==> src/rtl/gpu_pkg.sv <==
// Shared opcode field definitions and sequencer state encoding.
package gpu_pkg;

  localparam int unsigned OPC_W        = 16;
  localparam int unsigned MISC_HI      = 15;
  localparam int unsigned MISC_LO      = 14;
  localparam logic [1:0]  MISC_CLASS   = 2'b11;
  localparam int unsigned OUT_FLAG_BIT = 4;

  typedef enum logic [1:0] {
    ST_IDLE  = 2'd0,
    ST_RUN   = 2'd1,
    ST_DRAIN = 2'd2
  } seq_state_e;

endpackage

==> src/rtl/opcode_mem.sv <==
// Program store: one synchronous write port, one combinational read port, no reset.
module opcode_mem
  import gpu_pkg::*;
#(
  parameter int unsigned DEPTH  = 16,
  parameter int unsigned ADDR_W = $clog2(DEPTH)
) (
  input  logic              clk_i,
  input  logic              we_i,
  input  logic [ADDR_W-1:0] waddr_i,
  input  logic [OPC_W-1:0]  wdata_i,
  input  logic [ADDR_W-1:0] raddr_i,
  output logic [OPC_W-1:0]  rdata_o
);

  logic [OPC_W-1:0] mem_q [DEPTH];

  always_ff @(posedge clk_i) begin
    if (we_i) mem_q[waddr_i] <= wdata_i;
  end

  assign rdata_o = mem_q[raddr_i];

endmodule

==> src/rtl/opcode_sequencer.sv <==
// Replays a loaded opcode program to the core array and assembles the
// serial result bits of output opcodes into pixel words.
module opcode_sequencer
  import gpu_pkg::*;
#(
  parameter int unsigned PROG_DEPTH = 16,
  parameter int unsigned OUT_WIDTH  = 8
) (
  input  logic                 clk,
  input  logic                 rst_n,
  input  logic                 load_valid,
  input  logic [OPC_W-1:0]     load_data,
  output logic                 load_ready,
  input  logic                 clear,
  input  logic                 start,
  output logic                 busy,
  output logic                 done,
  output logic [OPC_W-1:0]     opcode,
  output logic                 execute,
  input  logic                 output_bit,
  output logic                 pixel_valid,
  output logic [OUT_WIDTH-1:0] pixel_data
);

  localparam int unsigned IDX_W = $clog2(PROG_DEPTH);
  localparam int unsigned LEN_W = IDX_W + 1;
  localparam int unsigned CNT_W = $clog2(OUT_WIDTH + 1);

  seq_state_e           state_q, state_d;
  logic [LEN_W-1:0]     len_q, len_d, idx_q, idx_d;
  logic [OPC_W-1:0]     opcode_q, opcode_d, rd_data;
  logic                 execute_q, execute_d, busy_q, busy_d;
  logic                 done_q, done_d, ready_q, ready_d;
  logic                 sample_q, sample_d, pv_q, pv_d;
  logic [CNT_W-1:0]     cnt_q, cnt_d;
  logic [OUT_WIDTH-1:0] acc_q, acc_d, pix_q, pix_d;
  logic                 load_fire_c, start_acc_c;

  // ready_q is only ever set in IDLE, so it also qualifies the state
  assign load_fire_c = load_valid && ready_q && !clear;
  assign start_acc_c = (state_q == ST_IDLE) && start && !clear;

  opcode_mem #(
    .DEPTH  (PROG_DEPTH),
    .ADDR_W (IDX_W)
  ) u_mem (
    .clk_i   (clk),
    .we_i    (load_fire_c),
    .waddr_i (len_q[IDX_W-1:0]),
    .wdata_i (load_data),
    .raddr_i (idx_q[IDX_W-1:0]),
    .rdata_o (rd_data)
  );

  always_ff @(posedge clk or negedge rst_n) begin
    if (!rst_n) state_q <= ST_IDLE;
    else        state_q <= state_d;
  end

  always_comb begin
    state_d = state_q;
    case (state_q)
      ST_IDLE:  if (start_acc_c) state_d = (len_q == '0) ? ST_DRAIN : ST_RUN;
      ST_RUN:   if (idx_q == len_q) state_d = ST_DRAIN;
      ST_DRAIN: state_d = ST_IDLE;
      default:  state_d = ST_IDLE;
    endcase
  end

  always_comb begin
    len_d     = len_q;
    idx_d     = idx_q;
    execute_d = 1'b0;
    opcode_d  = '0;
    case (state_q)
      ST_IDLE: begin
        idx_d = '0;
        if (clear)            len_d = '0;
        else if (load_fire_c) len_d = len_q + LEN_W'(1);
      end
      ST_RUN: begin
        if (idx_q != len_q) begin
          execute_d = 1'b1;
          opcode_d  = rd_data;
          idx_d     = idx_q + LEN_W'(1);
        end
      end
      default: ;
    endcase
    busy_d  = (state_d != ST_IDLE);
    done_d  = (state_d == ST_DRAIN);
    ready_d = (state_d == ST_IDLE) && (len_d < LEN_W'(PROG_DEPTH));
  end

  // Result bit of an output opcode arrives one cycle after it is issued
  always_comb begin
    sample_d = execute_q && (opcode_q[MISC_HI:MISC_LO] == MISC_CLASS) && opcode_q[OUT_FLAG_BIT];
    cnt_d    = cnt_q;
    acc_d    = acc_q;
    pix_d    = pix_q;
    pv_d     = 1'b0;
    if (start_acc_c) begin
      cnt_d = '0;
    end else if (sample_q) begin
      acc_d = ((cnt_q == '0) ? '0 : acc_q) | (OUT_WIDTH'(output_bit) << cnt_q);
      if (cnt_q == CNT_W'(OUT_WIDTH - 1)) begin
        pix_d = acc_d;
        pv_d  = 1'b1;
        cnt_d = '0;
      end else begin
        cnt_d = cnt_q + CNT_W'(1);
      end
    end
  end

  always_ff @(posedge clk or negedge rst_n) begin
    if (!rst_n) begin
      len_q     <= '0;
      idx_q     <= '0;
      opcode_q  <= '0;
      execute_q <= 1'b0;
      busy_q    <= 1'b0;
      done_q    <= 1'b0;
      ready_q   <= 1'b1;
      sample_q  <= 1'b0;
      cnt_q     <= '0;
      acc_q     <= '0;
      pix_q     <= '0;
      pv_q      <= 1'b0;
    end else begin
      len_q     <= len_d;
      idx_q     <= idx_d;
      opcode_q  <= opcode_d;
      execute_q <= execute_d;
      busy_q    <= busy_d;
      done_q    <= done_d;
      ready_q   <= ready_d;
      sample_q  <= sample_d;
      cnt_q     <= cnt_d;
      acc_q     <= acc_d;
      pix_q     <= pix_d;
      pv_q      <= pv_d;
    end
  end

  assign load_ready  = ready_q;
  assign busy        = busy_q;
  assign done        = done_q;
  assign opcode      = opcode_q;
  assign execute     = execute_q;
  assign pixel_valid = pv_q;
  assign pixel_data  = pix_q;

endmodule
==> config.mk <==
export PLATFORM = sky130hd
export DESIGN_NAME = opcode_sequencer
export DESIGN_NICKNAME = d
export VERILOG_FILES = /design/src/rtl/gpu_pkg.sv /design/src/rtl/opcode_mem.sv /design/src/rtl/opcode_sequencer.sv
export SDC_FILE = /design/constraint.sdc
export NUM_CORES = 1
export LEC_CHECK = 0
export ABC_AREA = 1
export CAP_MARGIN = 20
export CORE_ASPECT_RATIO = 0.6
export CORE_MARGIN = 2
export CORE_UTILIZATION = 55
export DETAILED_ROUTE_END_ITERATION = 16
export PLACE_DENSITY_LB_ADDON = 0.25
export RECOVER_POWER = 100
export SYNTH_ARGS = -nofsm -noshare
export SYNTH_HDL_FRONTEND = slang
export SYNTH_HIERARCHICAL = 1
export SYNTH_SLANG_ARGS = --single-unit
==> constraint.sdc <==
create_clock -name clk -period 1.8 [get_ports clk]
set_input_delay 0.36 -clock clk [delete_from_list [all_inputs] [get_ports clk]]
set_output_delay 0.36 -clock clk [all_outputs]
set_load 0.02 [all_outputs]
; Yosys cells after proc, flatten, opt, wreduce, memory -nomap -nowiden
; Memories as Yosys holds them, arrays and structs flattened.
; Index checks and enable logic that the tools add are counted.
[totals]
reg_bits = 54
latch_bits = 0
ramBits = 256
mem_bits_ro = 0
inputBits = 22
output_inout_bits = 29
wordCells = 68
n_memories = 1
[op_classes]
n_addsub = 3
mul = 0
n_div = 0
n_lt_le_gt_ge = 1
n_eq_ne = 7
shifts = 1
muxes = 22
bitwise = 2
n_reduce_logical = 18
[memory_table]
columns = memory, words, word_bits, read_ports, rd_ports_with_merged_regs, wr, line_no
row1 = u_mem.mem_q, 16, 16, 1, 0, 1, opcode_mem.sv:16  ; logic [OPC_W-1:0] mem_q [DEPTH];
[op_table]
columns = cell, n
row1 = 16-bit two-way mux, 2
row2 = 5-bit two-way mux, 4
row3 = 4-bit two-way mux, 3
row4 = "5-bit by 1-bit adder with 5-bit output, second input constant", 2
row5 = 5-bit case mux with 2 select lines, 1
row6 = 8-bit two-way mux, 1
row7 = 8-bit OR, 1
row8 = 1-bit by 4-bit left shift with 8-bit output, 1
row9 = 1-bit logical AND, 7
row10 = 1-bit two-way mux, 7
row11 = 2-bit two-way mux, 3
row12 = 2-bit nonzero test, 3
row13 = 5-bit == test, 1
row14 = 5-bit logical NOT, 1
row15 = "5-bit less-than comparator, second input constant", 1
row16 = 5-bit != test, 1
row17 = "4-bit by 1-bit adder with 4-bit output, second input constant", 1
row18 = "2-bit == test, second input constant", 2
row19 = "4-bit by 3-bit == test with 1-bit output, second input constant", 1
row20 = 2-bit logical NOT, 2
row21 = 4-bit logical NOT, 1
row22 = 2-bit case mux with 2 select lines, 1
row23 = 2-bit AND reduction, 2
row24 = 3-bit AND reduction, 1
row25 = other kinds (4), 4

; Depth between registers and ports, before layout
[depth]
depth_word = 7
depth_mapped = 11
depth_no_buf = 9

; Hierarchy
; Netlist, hierarchy kept.
[by_module_without_submodules]
columns = mod, instances, cells_per_inst, area_each_um2, seq_area_each_um2
row1 = opcode_mem, 1, 1058, 11060.6, 7687.4
row2 = opcode_sequencer, 1, 253, 2366.0, 1352.5

; Worst setup path before layout
; Ideal clock, no wire load.
[synth_timing]
kind = reg2reg
startpoint = reg ready_q, in the netlist load_ready
endpoint = mem u_mem.mem_q[12][0] (enable)
setup_time_ns = 0.388
t_arrival_ns = 1.721
required_ns = 1.412
path_slack_ns = -0.310
stages_incl_launch_ff = 7
path_buffers = 0
synth_period_minus_slack_ns = 2.110
path_cell_list = dfstp_2 > nand2_1 > inv_1 > nand2_1 > inv_1 > nand3_1 > nor2_1
[synth_between]
elab_chain_len = 4
[synth_rtl]
columns = element, line_no
row1 = start: declaration, opcode_sequencer.sv:33  ; logic done_q, done_d, ready_q, ready_d;
row2 = start signal: assignment, opcode_sequencer.sv:137  ; ready_q <= ready_d;
row3 = 1-bit logical AND (2 in series), opcode_sequencer.sv:40  ; assign load_fire_c = load_valid && ready_q && !clear;
row4 = net load_fire_c, opcode_sequencer.sv:37  ; logic load_fire_c, start_acc_c;
row5 = 1-bit two-way mux, opcode_mem.sv:19  ; if (we_i) mem_q[waddr_i] <= wdata_i;
row6 = 1-bit two-way mux (not written as such), opcode_mem.sv:19
row7 = end: declaration, opcode_mem.sv:16
; The timed path passes the listed nets, and every way through them passes these cells.

; Worst setup path in the final report
[layout_timing]
startpoint = reg ready_q, in the netlist load_ready
endpoint = mem u_mem.mem_q[11][15] (enable)
; Same word-level chain as after synthesis.

==> impl_metrics.json <==
{
  "fin_crit_ps": 1790,
  "drive_gt1_share_pct": 9.58,
  "synth_fp_nets": 1338,
  "crit_type": "flip-flop to flip-flop",
  "fin_crit_sh_pct": 99.6,
  "core_area_mm2": 0.0241,
  "chipWidth_um": 206,
  "cpMostUsedCell": "buf_6",
  "antenna_found_initial": 0,
  "start_util_pct": 55.8,
  "cp_slowest_cell": "dfstp_2",
  "synthToLayoutAreaGrowth_pct": 17.1,
  "seqPwrFrac_pct": 50.4,
  "worstPathRequired_ps": 2050,
  "final_common_cell": "nand2_1",
  "combPwrFrac_pct": 13.3,
  "ir_worst_vdd_mv": 0.707,
  "p_sw_mw": 4.09,
  "crit_chain": "nand2_2 -> inv_2 -> nand2_4 -> inv_4 -> nand3b_1 -> buf_6 -> nor2_4 -> buf_6",
  "avgSynthCellArea_um2": 10.2,
  "cp_max_fo": 7,
  "fin_tns_setup_ps": 0,
  "drc": 0,
  "portBuffers": 50,
  "p_per_area_mw_per_mm2": 1020,
  "final_cell_mix": "nand2_1, edfxtp_1, inv_1, nand3_1, dfrtp_1",
  "synthFlopType": "edfxtp_1",
  "worst-path-buf-inv": 4,
  "drt-total-wl_um": 32800,
  "syn_area_mm2": 0.0134,
  "grt_overflow_total": 0,
  "seqCellArea_mm2": 0.00904,
  "grt_max_degree": 55,
  "wire_per_inst_um": 18.6,
  "final_util_pct": 65.3,
  "intPower_mw": 12.0,
  "postPlaceCellArea_mm2": 0.0149,
  "htreeDepth": 1,
  "crit_path_end_kind": "flip-flop",
  "vias_per_cell": 5.32,
  "synth-edff-count": 256,
  "tightest_slew_ps": 1140,
  "gp_congestion": 0.884,
  "setup_ws_ps": 7.45,
  "start_kind": "flip-flop",
  "fp.dieH_um": 125,
  "place.detailed.hpwl_um": 21000,
  "ys_ff_latch": 310,
  "max_freq_mhz": 558,
  "whs_ps": 499,
  "num_rows": 44,
  "drtIter0Drc": 1155,
  "ys_types": 30,
  "die-area_mm2": 0.0257,
  "gr-usage-all-layers_pct": 26.3,
  "drt_pass1_iterations": 6,
  "numCtsBuffers": 28,
  "dpl.cell_count": 1705,
  "ys_seq_area_share_pct": 67.3,
  "ant_nets": 0,
  "finalHoldViolations": 0,
  "nNetsFinal": 1445,
  "cts.reportedPaths.clkPinSlew_ps": 60,
  "yosysWarnings": 6,
  "cap_violations": 0,
  "rsz0062_at_grt": "yes",
  "worstSkewPairLatency_ps": 550,
  "io-pin-count": 51,
  "final_cells": 1762,
  "vias": 9381,
  "swShare_pct": 25.4,
  "final_area_mm2": 0.0157,
  "status": "finished, final reports clean",
  "min_path_type": "flip-flop to flip-flop",
  "cts-root-buf": "clkbuf_16",
  "slowest_delay_ps": 530,
  "place_ws_ps": -327,
  "finalSetupViolCount": 0,
  "fill_cells": 1840,
  "p_leak_nw": 7.03,
  "cts_tree": "built",
  "multi_input_area_mm2": 0.00316,
  "grt_pass1_wl_um": 51200,
  "clock_path_buffers": 3,
  "syn_inst": 1311,
  "async_flop_share_pct": 17.4,
  "finClkSkew_ps": 18.1,
  "diodes": 0,
  "critical_path.top_delay_family": "flip-flops",
  "finalPower_mw": 16.1,
  "clockPowerShare_pct": 36.4,
  "grt_pass1_vias": 9061,
  "slew_viol_final": 0,
  "clkSinkCount": 310,
  "crit_arrival_ps": 2050,
  "slew_headroom_pct": 24.1
}
[kinds of logic after synthesis]
family	share of synthesized area, %
buf+inv	9.46
xor+xnor	0.326
flops	67.3
compound gates	1.28
mux	0.671
fa+ha+maj	0.466
simple gates	20.5
[power by group through the flow]
stage | clock [mW] | combinational (mW) | sequential (mW)
after floorplan | 0 | 1.23 | 8.28
after global placement | 0 | 2.14 | 8.24
after detailed placement | 0 | 2.17 | 8.24
after CTS | 5.93 | 2.15 | 8.09
after global routing | 6.25 | 2.35 | 8.12
final | 5.85 | 2.14 | 8.11
[state kept, by name, summed over array words and instances (netlist names), 2 cells and up]
register	cells
len_q	5
opcode	16
idx_q	5
cnt_q	4
pixel_data	8
u_mem/mem_q	256
acc_q	8
state_q	2
[metal layers]
metal / up-vias / track usage (%) / routed length [um]
met2: 485 / 37.5 / 13900
met3: 45 / 5.42 / 3710
li1: 4426 / - / -
met5: - / 0 / 0
met1: 4425 / 41.9 / 14700
met4: 0 / 5.16 / 556
[worst register-to-register path, delay by kind of cell, from the launching register on]
kind,cells,cell delay (ps)
flops,1,530
buf+inv,4,530
simple gates,4,430
[final timing paths]
kind                             from             endpoint  slack [ps]  depth (start not counted)
setup / recovery           load_ready  u_mem/mem_q[11][15]           7                          8
hold / removal                execute             sample_q         500                          2
setup reg to reg           load_ready  u_mem/mem_q[11][15]           7                          8
hold reg to reg               execute             sample_q         500                          2
max in group asynchronous       rst_n             idx_q[0]         710                          3
min in group asynchronous       rst_n             acc_q[4]         530                          3
[cell type report]
class / instances / share of cell area [%]
sequential: 310 / 57.5
multi-input combinational: 698 / 20.1
timing repair buffer: 131 / 8.06
inverter: 249 / 5.99
clock buffer: 45 / 5.38
tap: 322 / 2.56
clock inverter: 7 / 0.366
[timing repair]
item / 4_1_cts / 5_1_grt
buffers inserted: 0 / 2
gates cloned: 0 / 2
endpoints found under the setup margin: 175 / 257
pin swaps: 1 / 3
hold endpoints to repair: 53 / 0
resized for setup: 33 / 18
hold buffers: 1 / 0
[Yosys cell counts (all sizes together), types with 2 or more instances]
library cell  number  area (um^2)
a21oi              4         20.0
xor2               3         26.3
o21ai             19         95.1
edfxtp           256         7690
xnor2              2         17.5
buf               44          298
nand2            380         1440
mux2               8         90.1
nand3b             2         15.0
dfrtp             53         1330
inv              249          935
ha                 5         62.6
nor2              51          209
nor3               2         10.0
nand3            211         1070
o22ai              9         56.3
clkbuf            10         37.5
No activity file was read; power rests on OpenSTA's default activity.
